## src/rtl/mem_arbiter.sv

```systemverilog
// mem_arbiter: shares the single main-memory port between icache line fills and
// dcache line fills/write-backs. It grants one requester at a time, runs the
// fixed-latency access and returns a one-cycle ack.
// Build option: define MEM_ARB_RR_EN for round-robin tie-breaking.
// When it is undefined, dcache wins every tie.

module mem_arbiter #(
  parameter int unsigned ADDR_W  = 32,
  parameter int unsigned LINE_W  = 128,
  parameter int unsigned LATENCY = 5
) (
  input  logic              clk,
  input  logic              reset,
  input  logic              ic_req,
  input  logic [ADDR_W-1:0] ic_addr,
  output logic              ic_ack,
  output logic [LINE_W-1:0] ic_rdata,
  input  logic              dc_req,
  input  logic              dc_we,
  input  logic [ADDR_W-1:0] dc_addr,
  input  logic [LINE_W-1:0] dc_wdata,
  output logic              dc_ack,
  output logic [LINE_W-1:0] dc_rdata,
  output logic              mem_en,
  output logic              mem_we,
  output logic [ADDR_W-1:0] mem_addr,
  output logic [LINE_W-1:0] mem_wdata,
  input  logic [LINE_W-1:0] mem_rdata,
  output logic              busy
);

  localparam int unsigned OffW    = $clog2(LINE_W / 8);
  localparam logic [7:0]  CntInit = 8'(LATENCY - 1);

  typedef enum logic [1:0] {StIdle, StBusy, StResp} state_e;

  state_e              r_state, w_state_d;
  logic [7:0]          r_cnt, w_cnt_d;
  logic                r_gnt_dc, w_gnt_dc_d;
  logic                r_mem_en, w_mem_en_d;
  logic                r_mem_we, w_mem_we_d;
  logic [ADDR_W-1:0]   r_mem_addr, w_mem_addr_d;
  logic [LINE_W-1:0]   r_mem_wdata, w_mem_wdata_d;
  logic                r_ic_ack, w_ic_ack_d;
  logic                r_dc_ack, w_dc_ack_d;
  logic [LINE_W-1:0]   r_ic_rdata, w_ic_rdata_d;
  logic [LINE_W-1:0]   r_dc_rdata, w_dc_rdata_d;
  logic                r_busy, w_busy_d;
  logic                w_any_req;
  logic                w_pick_dc;
  logic [ADDR_W-1:0]   w_addr_aligned;

  assign w_any_req = ic_req | dc_req;

`ifdef MEM_ARB_RR_EN
  logic r_rr_dc, w_rr_dc_d;

  // Tie goes to the favoured requester; a lone requester is always taken.
  always_comb w_pick_dc = (ic_req && dc_req) ? r_rr_dc : dc_req;

  // After every grant, favour the requester that was not granted.
  always_comb begin
    w_rr_dc_d = r_rr_dc;
    if (r_state == StIdle && w_any_req) w_rr_dc_d = ~w_pick_dc;
  end

  // Round-robin pointer register; icache is favoured first after reset.
  always_ff @(posedge clk) begin
    if (reset) r_rr_dc <= 1'b0;
    else       r_rr_dc <= w_rr_dc_d;
  end
`else
  assign w_pick_dc = dc_req;
`endif

  // Address of the winning requester, forced to a line boundary.
  always_comb begin
    w_addr_aligned              = w_pick_dc ? dc_addr : ic_addr;
    w_addr_aligned[OffW-1:0]    = '0;
  end

  // Next-state and next-output logic for the IDLE -> BUSY -> RESP sequence.
  always_comb begin
    w_state_d     = r_state;
    w_cnt_d       = r_cnt;
    w_gnt_dc_d    = r_gnt_dc;
    w_mem_en_d    = 1'b0;
    w_mem_we_d    = r_mem_we;
    w_mem_addr_d  = r_mem_addr;
    w_mem_wdata_d = r_mem_wdata;
    w_ic_ack_d    = 1'b0;
    w_dc_ack_d    = 1'b0;
    w_ic_rdata_d  = r_ic_rdata;
    w_dc_rdata_d  = r_dc_rdata;
    unique case (r_state)
      StIdle: begin
        if (w_any_req) begin
          w_state_d     = StBusy;
          w_cnt_d       = CntInit;
          w_gnt_dc_d    = w_pick_dc;
          w_mem_en_d    = 1'b1;
          w_mem_we_d    = w_pick_dc & dc_we;
          w_mem_addr_d  = w_addr_aligned;
          w_mem_wdata_d = w_pick_dc ? dc_wdata : '0;
        end
      end
      StBusy: begin
        if (r_cnt == 8'd0) begin
          w_state_d = StResp;
          // Write-backs leave the rdata registers untouched.
          if (!r_mem_we) begin
            if (r_gnt_dc) w_dc_rdata_d = mem_rdata;
            else          w_ic_rdata_d = mem_rdata;
          end
          w_ic_ack_d = ~r_gnt_dc;
          w_dc_ack_d = r_gnt_dc;
        end else begin
          w_cnt_d = r_cnt - 8'd1;
        end
      end
      StResp:  w_state_d = StIdle;
      default: w_state_d = StIdle;
    endcase
    w_busy_d = (w_state_d != StIdle);
  end

  // State and registered outputs; synchronous reset aborts any access in flight.
  always_ff @(posedge clk) begin
    if (reset) begin
      r_state     <= StIdle;
      r_cnt       <= '0;
      r_gnt_dc    <= 1'b0;
      r_mem_en    <= 1'b0;
      r_mem_we    <= 1'b0;
      r_mem_addr  <= '0;
      r_mem_wdata <= '0;
      r_ic_ack    <= 1'b0;
      r_dc_ack    <= 1'b0;
      r_ic_rdata  <= '0;
      r_dc_rdata  <= '0;
      r_busy      <= 1'b0;
    end else begin
      r_state     <= w_state_d;
      r_cnt       <= w_cnt_d;
      r_gnt_dc    <= w_gnt_dc_d;
      r_mem_en    <= w_mem_en_d;
      r_mem_we    <= w_mem_we_d;
      r_mem_addr  <= w_mem_addr_d;
      r_mem_wdata <= w_mem_wdata_d;
      r_ic_ack    <= w_ic_ack_d;
      r_dc_ack    <= w_dc_ack_d;
      r_ic_rdata  <= w_ic_rdata_d;
      r_dc_rdata  <= w_dc_rdata_d;
      r_busy      <= w_busy_d;
    end
  end

  assign ic_ack    = r_ic_ack;
  assign ic_rdata  = r_ic_rdata;
  assign dc_ack    = r_dc_ack;
  assign dc_rdata  = r_dc_rdata;
  assign mem_en    = r_mem_en;
  assign mem_we    = r_mem_we;
  assign mem_addr  = r_mem_addr;
  assign mem_wdata = r_mem_wdata;
  assign busy      = r_busy;

endmodule

```

## config.mk

```make
export PLATFORM = sky130hd
export DESIGN_NAME = mem_arbiter
export DESIGN_NICKNAME = d
export VERILOG_FILES = /design/src/rtl/mem_arbiter.sv
export SDC_FILE = /design/constraint.sdc
export NUM_CORES = 1
export LEC_CHECK = 0
export CAP_MARGIN = 20
export CORE_AREA = 4 4 287 289
export DETAILED_ROUTE_END_ITERATION = 12
export DIE_AREA = 0 0 291 293
export SYNTH_ARGS = -nofsm -noshare
export SYNTH_HDL_FRONTEND = slang
export SYNTH_SLANG_ARGS = --single-unit
```

## constraint.sdc

```tcl
create_clock -name clk -period 5.2 [get_ports clk]
set_input_delay 1.04 -clock clk [delete_from_list [all_inputs] [get_ports clk]]
set_output_delay 1.04 -clock clk [all_outputs]
set_load 0.03 [all_outputs]
```

* Yosys cells after proc, flatten, opt, wreduce, memory -nomap -nowiden
Cells that the tools add are included.
Storage, ports and cells: register bits 428, output and inout port bits 421, word-level logic and storage cells 42
Operators by class: bitwise operators 7, add/sub/neg operators 1, reductions and logical operators 10, multiplexer cells 9, equal/unequal tests 3
Operators by type and width (count):
- 128-bit 2-to-1 mux | 1
- 32-bit 2-to-1 mux | 1
- 8-bit 2-to-1 mux | 2
- 8-bit case mux with 2 select lines | 1
- 8-bit zero test | 1
- 4-bit AND reduction | 2
- 8-bit by 1-bit subtractor with 8-bit output, second input constant | 1
- 1-bit inverter | 5
- 2-bit 2-to-1 mux | 2
- 2-bit != test, second input constant | 2
- 2-bit case mux with 2 select lines | 1
- 2-bit nonzero test | 2
- 3-bit AND reduction | 1
- 3-bit OR reduction | 1
- 2-bit by 1-bit equality test with 1-bit output, second input constant | 1
- 2-bit zero test | 1
- 2-bit AND reduction | 1
- 2-bit OR reduction | 1
- 1-bit bitwise AND | 1
- 1-bit 2-to-1 mux | 1
- 1-bit OR | 1

* Longest topological paths before layout
Gate-level depths: netlist (run 1).
depth in word-level cells 4, depth in mapped cells 9, gate-level depth less buffers 7

* Worst setup path after synthesis (run 1)
No wires, ideal clock.
path kind input to register, from input port dc_req, to register r_cnt[3], arrival time 2.025 ns, cell stages on the path 5, setup time 0.071 ns, buffers on the path 1, data required time 5.129 ns, setup slack 3.104 ns, cell sequence nor3_1 -> a311o_1 -> buf_2 -> or3_1 -> a21oi_1
On the way: word-level cells in the longest chain between the ends 3
Ends and longest elaborated chain:
- start: declaration | line 18 | input logic dc_req,
- 1-bit OR | line 53 | assign w_any_req = ic_req | dc_req;
- 2-bit != test (no source line)
- 3-bit AND reduction (no source line)
- end signal: assignment | line 144 | r_cnt <= w_cnt_d;
- end: declaration | line 38 | logic [7:0] r_cnt, w_cnt_d;
No other way between the ends. A chain may end at the register's enable or synchronous reset.

* Worst setup path in the final report (run 1)
from register r_dc_rdata[6] (netlist: dc_rdata[6]), to output port dc_rdata[6]
RTL lines:
- start: declaration | line 47 | logic [LINE_W-1:0] r_dc_rdata, w_dc_rdata_d;
- start signal: assignment | line 153 | r_dc_rdata <= w_dc_rdata_d;
- end: declaration | line 23 | output logic [LINE_W-1:0] dc_rdata,
No word-level cell between the ends.

==> results of run 1 <==
==> cell families after synthesis <==
kind of cell	after synthesis	synth area share (%)
simple gates	321	8.76
flops	428	57.5
buf+inv	108	4.75
compound gates	175	9.72
other cells	1	0.0252
fa+ha+maj	2	0.168
mux	284	19.1
==> layout make-up <==
| class | count | area [µm²] |
|---|---|---|
| multi-input combinational | 786 | 5670 |
| sequential | 428 | 8570 |
| fill | 8132 | 55100 |
| tap | 1060 | 1330 |
| inverter | 4 | 15.0 |
| timing repair buffer | 744 | 7510 |
| clock buffer | 66 | 1410 |
| clock inverter | 20 | 312 |
==> through the flow <==
| stage | utilization (%) | cell area (µm²) | worst slack [ns] | std cells | total power [µW] |
|---|---|---|---|---|---|
| after floorplan | - | 14900 | 3.10 | 1322 | 7130 |
| after global placement | 28.9 | 23100 | 2.10 | 3021 | 8960 |
| after detailed placement | 28.9 | 23100 | 2.04 | 3021 | 9040 |
| after CTS | 31.0 | 24800 | 2.29 | 3107 | 12800 |
| after global routing | 31.1 | 24800 | 2.27 | 3108 | 13200 |
| final | 31.1 | 24800 | 2.41 | 3108 | 12600 |
==> Yosys cell counts, drive strengths merged <==
master / instances / area (µm²)
a211oi: 28 / 210
a21o: 1 / 7.51
a21oi: 8 / 40.0
a22o: 129 / 1130
a311o: 1 / 10.0
and2: 1 / 6.26
and3: 1 / 6.26
buf: 63 / 539
clkbuf: 41 / 154
conb: 1 / 3.75
dfxtp: 428 / 8570
ha: 2 / 25.0
inv: 4 / 15.0
mux2i: 284 / 2840
nand2: 4 / 15.0
nand2b: 2 / 12.5
nand3: 1 / 5.00
nand3b: 2 / 15.0
nor2: 291 / 1090
nor3: 3 / 15.0
nor3b: 2 / 25.0
nor4: 1 / 21.3
nor4b: 1 / 8.76
nor4bb: 1 / 10.0
o211ai: 1 / 7.51
o21a: 1 / 7.51
o21ai: 4 / 20.0
o31ai: 2 / 15.0
or2: 2 / 12.5
or3: 6 / 37.5
or4: 3 / 22.5
==> how the worst max path moves through the flow <==
stage,from,slack [ns],cells past startpoint,end
finish,dc_rdata[6],2.41,1,dc_rdata[6]
global placement,dc_req,2.10,6,r_cnt[1]
global route,r_cnt[0],2.27,7,ic_rdata[49]
floorplan,dc_req,3.10,5,r_cnt[3]
CTS,mem_wdata[90],2.29,1,mem_wdata[90]
detailed placement,dc_req,2.04,6,mem_addr[16]
==> metal layers <==
metal / vias up / global-route usage, % / routed length, µm
met4: 0 / 4.07 / 1800
met3: 84 / 4.35 / 4790
met5: - / 0 / 0
met2: 514 / 21.7 / 27500
li1: 5987 / - / -
met1: 5767 / 12.4 / 19600
==> where the power goes <==
part / switching, µW / internal, µW / leakage, µW
Sequential: 370 / 3900 / 0.00348
Combinational: 2640 / 2020 / 0.00545
Clock: 1360 / 2280 / 0.000857
==> sequential cells by signal, summed over array words and instances (netlist names) <==
signal,flops
dc_rdata,128
r_state,2
ic_ack,1
r_gnt_dc,1
mem_addr,28
dc_ack,1
mem_en,1
r_cnt,8
mem_wdata,128
mem_we,1
ic_rdata,128
busy,1
==> results.py, run 1 <==
metrics = {
    "detailed_routing": {
        "drt-initial-drc-count": 465,
        "vias": 12400,
        "routed_wl_mm": 53.6,
        "antenna_left": 0,
        "via_per_inst": 3.97,
        "drc_errors": 0,
        "post_drt_wl_per_cell_um": 17.3,
        "dr.pass1.iters": 6,
    },
    "floorplanning": {
        "rows": 104,
        "core-area_mm2": 0.0799,
        "die-area_mm2": 0.0853,
        "die_w_um": 291,
        "die_y_um": 293,
        "ios": 746,
        "start_util_pct": 18.6,
    },
    "yosys": {
        "syn_inst": 1319,
        "ys_seq_area_share_pct": 57.5,
        "netlist_area_mm2": 0.0149,
        "synth_cell_types": 35,
        "synth_warnings": 0,
        "ys_seq_elements": 428,
        "syn_area_per_cell_um2": 11.3,
    },
    "setup_path": {
        "crit_arrival_ns": 1.75,
        "worst-r2r-cell-count": 7,
        "crit_path_cell_trace": "clkdlybuf4s50_1",
        "r2r_start": "r_cnt[0]",
        "path_buf_inv": 1,
        "crit-reg2reg-capture": "ic_rdata[49]",
        "critPathKind": "reg -> out",
        "crit_slowest_cell": "clkdlybuf4s50_1",
        "end_kind": "primary output",
        "crit_fanout": 2,
        "max_stage_delay_ns": 0.75,
        "r2r_slack_ns": 2.44,
        "start_kind": "flop",
        "required_ns": 4.16,
        "cp_top_family": "buffers and inverters",
    },
    "sta": {
        "worst_pin_slew_ns": 0.978,
        "finalClockSkew_ns": 0.0104,
        "setup_viol": 0,
        "rsz0062_at_grt": "no",
        "slew_headroom_pct": 34.8,
        "final-hold-violation-count": 0,
        "period_minus_slack_ns": 2.79,
        "hold-worst-slack_ns": 0.472,
        "finalMaxSlewViolations": 0,
        "fmax_ghz": 0.359,
        "finalCritPeriodShare_pct": 53.6,
        "fin_tns_setup_ns": 0,
    },
    "power": {
        "power_density_mw_per_mm2": 507,
        "irDropWorstVdd_uv": 255,
        "p_leak_uw": 0.00979,
    },
    "clock_network": {
        "cts_tree": "built",
        "cts_root_buffer": "clkbuf_16",
        "h-tree-depth": 2,
        "cts_hold_buffers": 0,
        "cts_resized": 0,
        "postCtsSetupBuffers": 0,
        "clock_tree.buffer_depth": 3,
        "cts_sinks": 428,
        "clk_latency_ns": 0.56,
        "numCtsBuffers": 47,
        "cts.clk_slew.worst_paths_ns": 0.06,
    },
    "hold_path": {
        "holdPathEnd": "mem_wdata[35]",
        "hold_path_depth": 1,
        "holdCritStartpoint": "mem_wdata[35]",
        "min_path_type": "reg -> reg",
    },
    "final_layout": {
        "diodes": 0,
        "syn_to_final_growth_pct": 66.5,
        "layout_common_cells": "clkdlybuf4s50_1 (731), dfxtp_1 (428), nor2_1 (290)",
        "drive_above_1_share_pct": 5.03,
        "final_common_cell": "clkdlybuf4s50_1",
        "finalNetCount": 2338,
    },
    "global_route": {
        "grt_overflow_total": 0,
        "grt_max_degree": 190,
        "grt_pass1_vias": 13100,
        "grt_pass1_wl_mm": 79.9,
        "grt_antenna_before_repair": 0,
        "grt_usage_pct": 11.8,
    },
    "outcome": {
        "status": "completed",
    },
    "placement": {
        "io_buffers": 733,
        "dp_hpwl_mm": 40.8,
        "finalWeightedCongestion": 0.800,
    },
    "flow_run": {
        "maxCapViolations": 0,
    },
}
Note: power is estimated with default switching activity, not from simulation.
==> inputs of run 2 (changes only) <==
==> constraint.sdc (replaced) <==
create_clock -name clk -period 2.55 [get_ports clk]
set_input_delay 0.51 -clock clk [delete_from_list [all_inputs] [get_ports clk]]
set_output_delay 0.51 -clock clk [all_outputs]
set_load 0.03 [all_outputs]
==> results.py, run 2 (synthesis results as in run 1) <==
metrics = {
    "outcome": {
        "status": "completed",
    },
    "sta": {
        "setup_viol": 0,
        "rsz0062_at_grt": "no",
        "period_minus_slack_ns": 2.27,
        "finalMaxSlewViolations": 0,
        "fmax_ghz": 0.441,
        "finalClockSkew_ns": 0.0187,
        "fin_tns_setup_ns": 0,
        "finalCritPeriodShare_pct": 89.0,
        "final-hold-violation-count": 0,
        "worst_pin_slew_ns": 0.634,
        "slew_headroom_pct": 57.3,
    },
    "detailed_routing": {
        "antenna_left": 0,
        "post_drt_wl_per_cell_um": 17.6,
        "drc_errors": 0,
        "dr.pass1.iters": 4,
        "vias": 12500,
        "drt-initial-drc-count": 416,
        "via_per_inst": 3.98,
        "routed_wl_mm": 55.4,
    },
    "clock_network": {
        "cts_hold_buffers": 0,
        "cts_root_buffer": "clkbuf_16",
        "cts_resized": 0,
        "clock_tree.buffer_depth": 3,
        "clk_latency_ns": 0.57,
        "cts_tree": "built",
        "postCtsSetupBuffers": 0,
        "cts_sinks": 428,
        "h-tree-depth": 2,
        "numCtsBuffers": 49,
        "cts.clk_slew.worst_paths_ns": 0.06,
    },
    "setup_path": {
        "required_ns": 2.04,
        "worst-r2r-cell-count": 5,
        "end_kind": "primary output",
        "path_buf_inv": 1,
        "r2r_slack_ns": 0.28,
        "max_stage_delay_ns": 0.74,
        "crit-reg2reg-capture": "ic_rdata[23]",
        "r2r_start": "r_state[0]",
        "crit_cells": 1,
        "start_kind": "flop",
        "critPathLaunch": "ic_rdata[14]",
        "setup.worst_path.end": "ic_rdata[14]",
        "critPathKind": "reg -> out",
        "crit_arrival_ns": 1.76,
        "crit_path_cell_trace": "clkdlybuf4s50_1",
        "cp_top_family": "buffers and inverters",
        "crit_slowest_cell": "clkdlybuf4s50_1",
        "crit_fanout": 2,
    },
    "floorplanning": {
        "rows": 104,
        "die_w_um": 291,
        "die-area_mm2": 0.0853,
        "ios": 746,
        "die_y_um": 293,
        "start_util_pct": 18.6,
        "core-area_mm2": 0.0799,
    },
    "power": {
        "power_frac_comb_pct": 38.5,
        "p_clk_share_pct": 27.1,
        "p_leak_uw": 0.00988,
        "irDropWorstVdd_uv": 509,
        "p_int_uw": 16300,
        "pwr-share-seq_pct": 34.4,
        "power_density_mw_per_mm2": 1010,
        "p_sw_uw": 9010,
        "swShare_pct": 35.6,
    },
    "final_layout": {
        "syn_to_final_growth_pct": 67.6,
        "fillCellCount": 8153,
        "final_common_cell": "clkdlybuf4s50_1",
        "regArea_mm2": 0.00857,
        "drive_above_1_share_pct": 6.00,
        "fin_cells": 3143,
        "multi_input_area_mm2": 0.00567,
        "layout_common_cells": "clkdlybuf4s50_1 (731), dfxtp_1 (428), nor2_1 (290)",
        "finalNetCount": 2371,
    },
    "global_route": {
        "grt_pass1_wl_mm": 81.1,
        "grt_overflow_total": 0,
        "grt_max_degree": 77,
        "grt_usage_pct": 12.1,
        "grt_pass1_vias": 13200,
        "grt_antenna_before_repair": 1,
    },
    "placement": {
        "placed_cells": 3053,
        "dp_hpwl_mm": 42.7,
        "io_buffers": 733,
        "finalWeightedCongestion": 0.799,
    },
    "hold_path": {
        "holdCritStartpoint": "reset",
        "min_path_type": "in -> reg",
    },
    "flow_run": {
        "maxCapViolations": 0,
    },
}
-- run 2: per-layer routing --
layer,GRT usage (%),routed length (µm),vias to the layer above
met5,0,0,-
met4,4.68,2120,0
met3,4.32,4510,91
met2,22.3,28200,512
met1,12.6,20500,5852
li1,-,-,6050
-- run 2: worst register-to-register path, cell delays in order, from the launching register on --
cell     delay [ns]
dfxtp_1        0.41
nor4b_1        0.53
nand3_4        0.47
buf_12         0.36
mux2i_1        0.31
nor2_1         0.06
-- run 2: stage by stage --
| stage | hold slack [ns] | util, % | total power, µW | cell area, µm² | setup slack (ns) |
|---|---|---|---|---|---|
| after detailed placement | 0.457 | 29.3 | 18700 | 23400 | 0.230 |
| after global placement | 0.456 | 29.3 | 18500 | 23400 | 0.221 |
| after floorplan | 0.429 | - | 14500 | 14900 | 0.771 |
| after global routing | 0.249 | 31.3 | 26600 | 25000 | 0.0914 |
| final | 0.290 | 31.3 | 25300 | 25000 | 0.282 |
| after CTS | 0.233 | 31.3 | 25800 | 25000 | 0.186 |
-- run 2: how the worst min path moves through the flow --
stage | end | slack, ns | cells after the start
after floorplan | ic_ack | 0.43 | 1
after global placement | mem_wdata[18] | 0.46 | 1
after detailed placement | mem_wdata[25] | 0.46 | 1
after CTS | dc_rdata[10] | 0.23 | 2
after global routing | dc_rdata[16] | 0.25 | 2
final | r_state[0] | 0.29 | 2
-- run 2: cell type report --
cell class / count / area share (%)
clock inverters: 13 / 0.501
repair buffers: 775 / 31.3
flip-flops and latches: 428 / 34.3
well taps: 1060 / 5.31
clock buffers: 76 / 5.81
diodes: 1 / 0.0100
inverters: 4 / 0.0601
multi-input cells: 786 / 22.7
-- run 2: power groups by stage --
stage	Sequential [µW]	Combinational (µW)	Clock, µW
floorplan	11000	3540	0
global placement	8800	9740	0
detailed placement	8850	9860	0
CTS	8730	9890	7180
global route	8870	10300	7400
finish	8720	9750	6870
==> inputs of run 3 (changes only) <==
--- a/config.mk
+++ b/config.mk
@@ -5,7 +5,6 @@
 export SDC_FILE = /design/constraint.sdc
 export NUM_CORES = 1
 export LEC_CHECK = 0
-export CAP_MARGIN = 20
 export CORE_AREA = 4 4 287 289
 export DETAILED_ROUTE_END_ITERATION = 12
 export DIE_AREA = 0 0 291 293
==> results of run 3 <==
The final DEF is identical to that of run 2; final timing and power are the same.
==> edit: new RTL, config.mk and constraints of run 2 <==
Add a define of `MEM_ARB_RR_EN`.
--- a/src/rtl/mem_arbiter.sv
+++ b/src/rtl/mem_arbiter.sv
@@ -5,2 +5,4 @@
 // When it is undefined, dcache wins every tie.
+
+`define MEM_ARB_RR_EN
 
Formal check against the unedited RTL: not equivalent (Yosys sat finds a counterexample within 4 cycles, from zero or initial values and one cycle with reset high).
==> edit against run 2 <==
- area after synthesis down 0.96%
- via count about the same
- worst setup slack worse by 0.046 ns
- register-to-register slack worse by 0.02 ns
- sequential share of layout area up 0.33 points
- routed wire length up 0.24%
- total power down 2.4%
- sequential cell count up 1
- cell count down 0.67%
- die area unchanged
- sequential power down 2%
- core utilization down 0.22 points
- cell area down 0.72%
- critical path type unchanged
- critical endpoint is now mem_we
- largest cell class unchanged
- largest power group unchanged
- highest routed layer unchanged
==> edit: results (changes against run 2) <==
[setup_path]
reg2reg_depth=7  ; was 5
r2r-end=dc_rdata[68]  ; was ic_rdata[23]
r2r_slack_ns=0.26  ; was 0.28 ns
cpPeakStageDelay_ns=0.84  ; was 0.74 ns
r2r_start=r_cnt[0]  ; was r_state[0]
critPathArrivalTime_ns=1.80  ; was 1.76 ns

[pwr]
sw_frac_of_total_pct=35.0  ; was 35.6%
clk-power_w=0.00689  ; was 0.00687 W
ir_worst_vdd_uv=584  ; was 509 uV
power_w=0.0247  ; was 0.0253 W

[routing]
num_vias=12500  ; about the same
avgRoutedWirePerCell_um=17.8  ; was 17.6 um
initialDrtViolationCount=401  ; was 416

[layout]
nFillCells=8166  ; was 8153
stdcell_area_um2=24800  ; was 25000 um^2
drive_gt1_share_pct=5.87  ; was 6.00%

[global_route]
grtUsageMet2_pct=23.3  ; was 22.3%
antenna_found_initial=2  ; was 1

[timing]
worst_clock_skew_ns=0.0196  ; was 0.0187 ns
slew_headroom_pct=53.0  ; was 57.3%

[placement]
place_congestion=0.831  ; was 0.799
placed_cell_area_um2=23200  ; was 23400 um^2
pre_cts_ws_ns=0.157  ; was 0.230 ns
dp.cells=3036  ; was 3053

[logic_synthesis]
synth_compound_area_share_pct=10.6  ; was 9.72%
synth_mux_area_share_pct=17.4  ; was 19.1%
ys_seq_area_share_pct=58.2  ; was 57.5%
syn_inst=1308  ; was 1319
synth_fa_ha_area_share_pct=0.170  ; was 0.168%

[status]
status=finished, final reports clean  ; unchanged

[min_path]
whs_endpoint=mem_addr[30]  ; was r_state[0]
hp-class=register to register  ; was primary input to register
hp-start=mem_addr[30]  ; was reset

-- edit: cell count changes after synthesis, sizes merged, moves of 2 or more --
cell,run 2,this run
a21oi,8,6
buf,63,55
a222oi,0,17
a22oi,0,11
nor2,291,280
inv,4,6
clkbuf,41,49
a211oi,28,2
o21ai,4,17
mux2i,284,256
nand2,4,14
-- edit: worst max-delay path by stage --
stage	endpoint	slack [ns]	start	depth (start not counted)
CTS	mem_we	0.08	mem_we	1
global route	mem_we	0.1	mem_we	1
floorplan	r_cnt[3]	0.77	r_cnt[0]	7
detailed placement	mem_wdata[71]	0.16	ic_req	6
global placement	r_cnt[7]	0.19	ic_req	5
finish	mem_we	0.24	mem_we	1
-- edit: area by class of cell --
type / instances / share of cell area, %
antenna: 2 / 0.0202
clock buffer: 63 / 5.32
clock inverter: 21 / 0.994
inverter: 6 / 0.0908
multi-input combinational: 772 / 22.2
sequential: 429 / 34.6
tap: 1060 / 5.35
timing repair buffer: 769 / 31.3
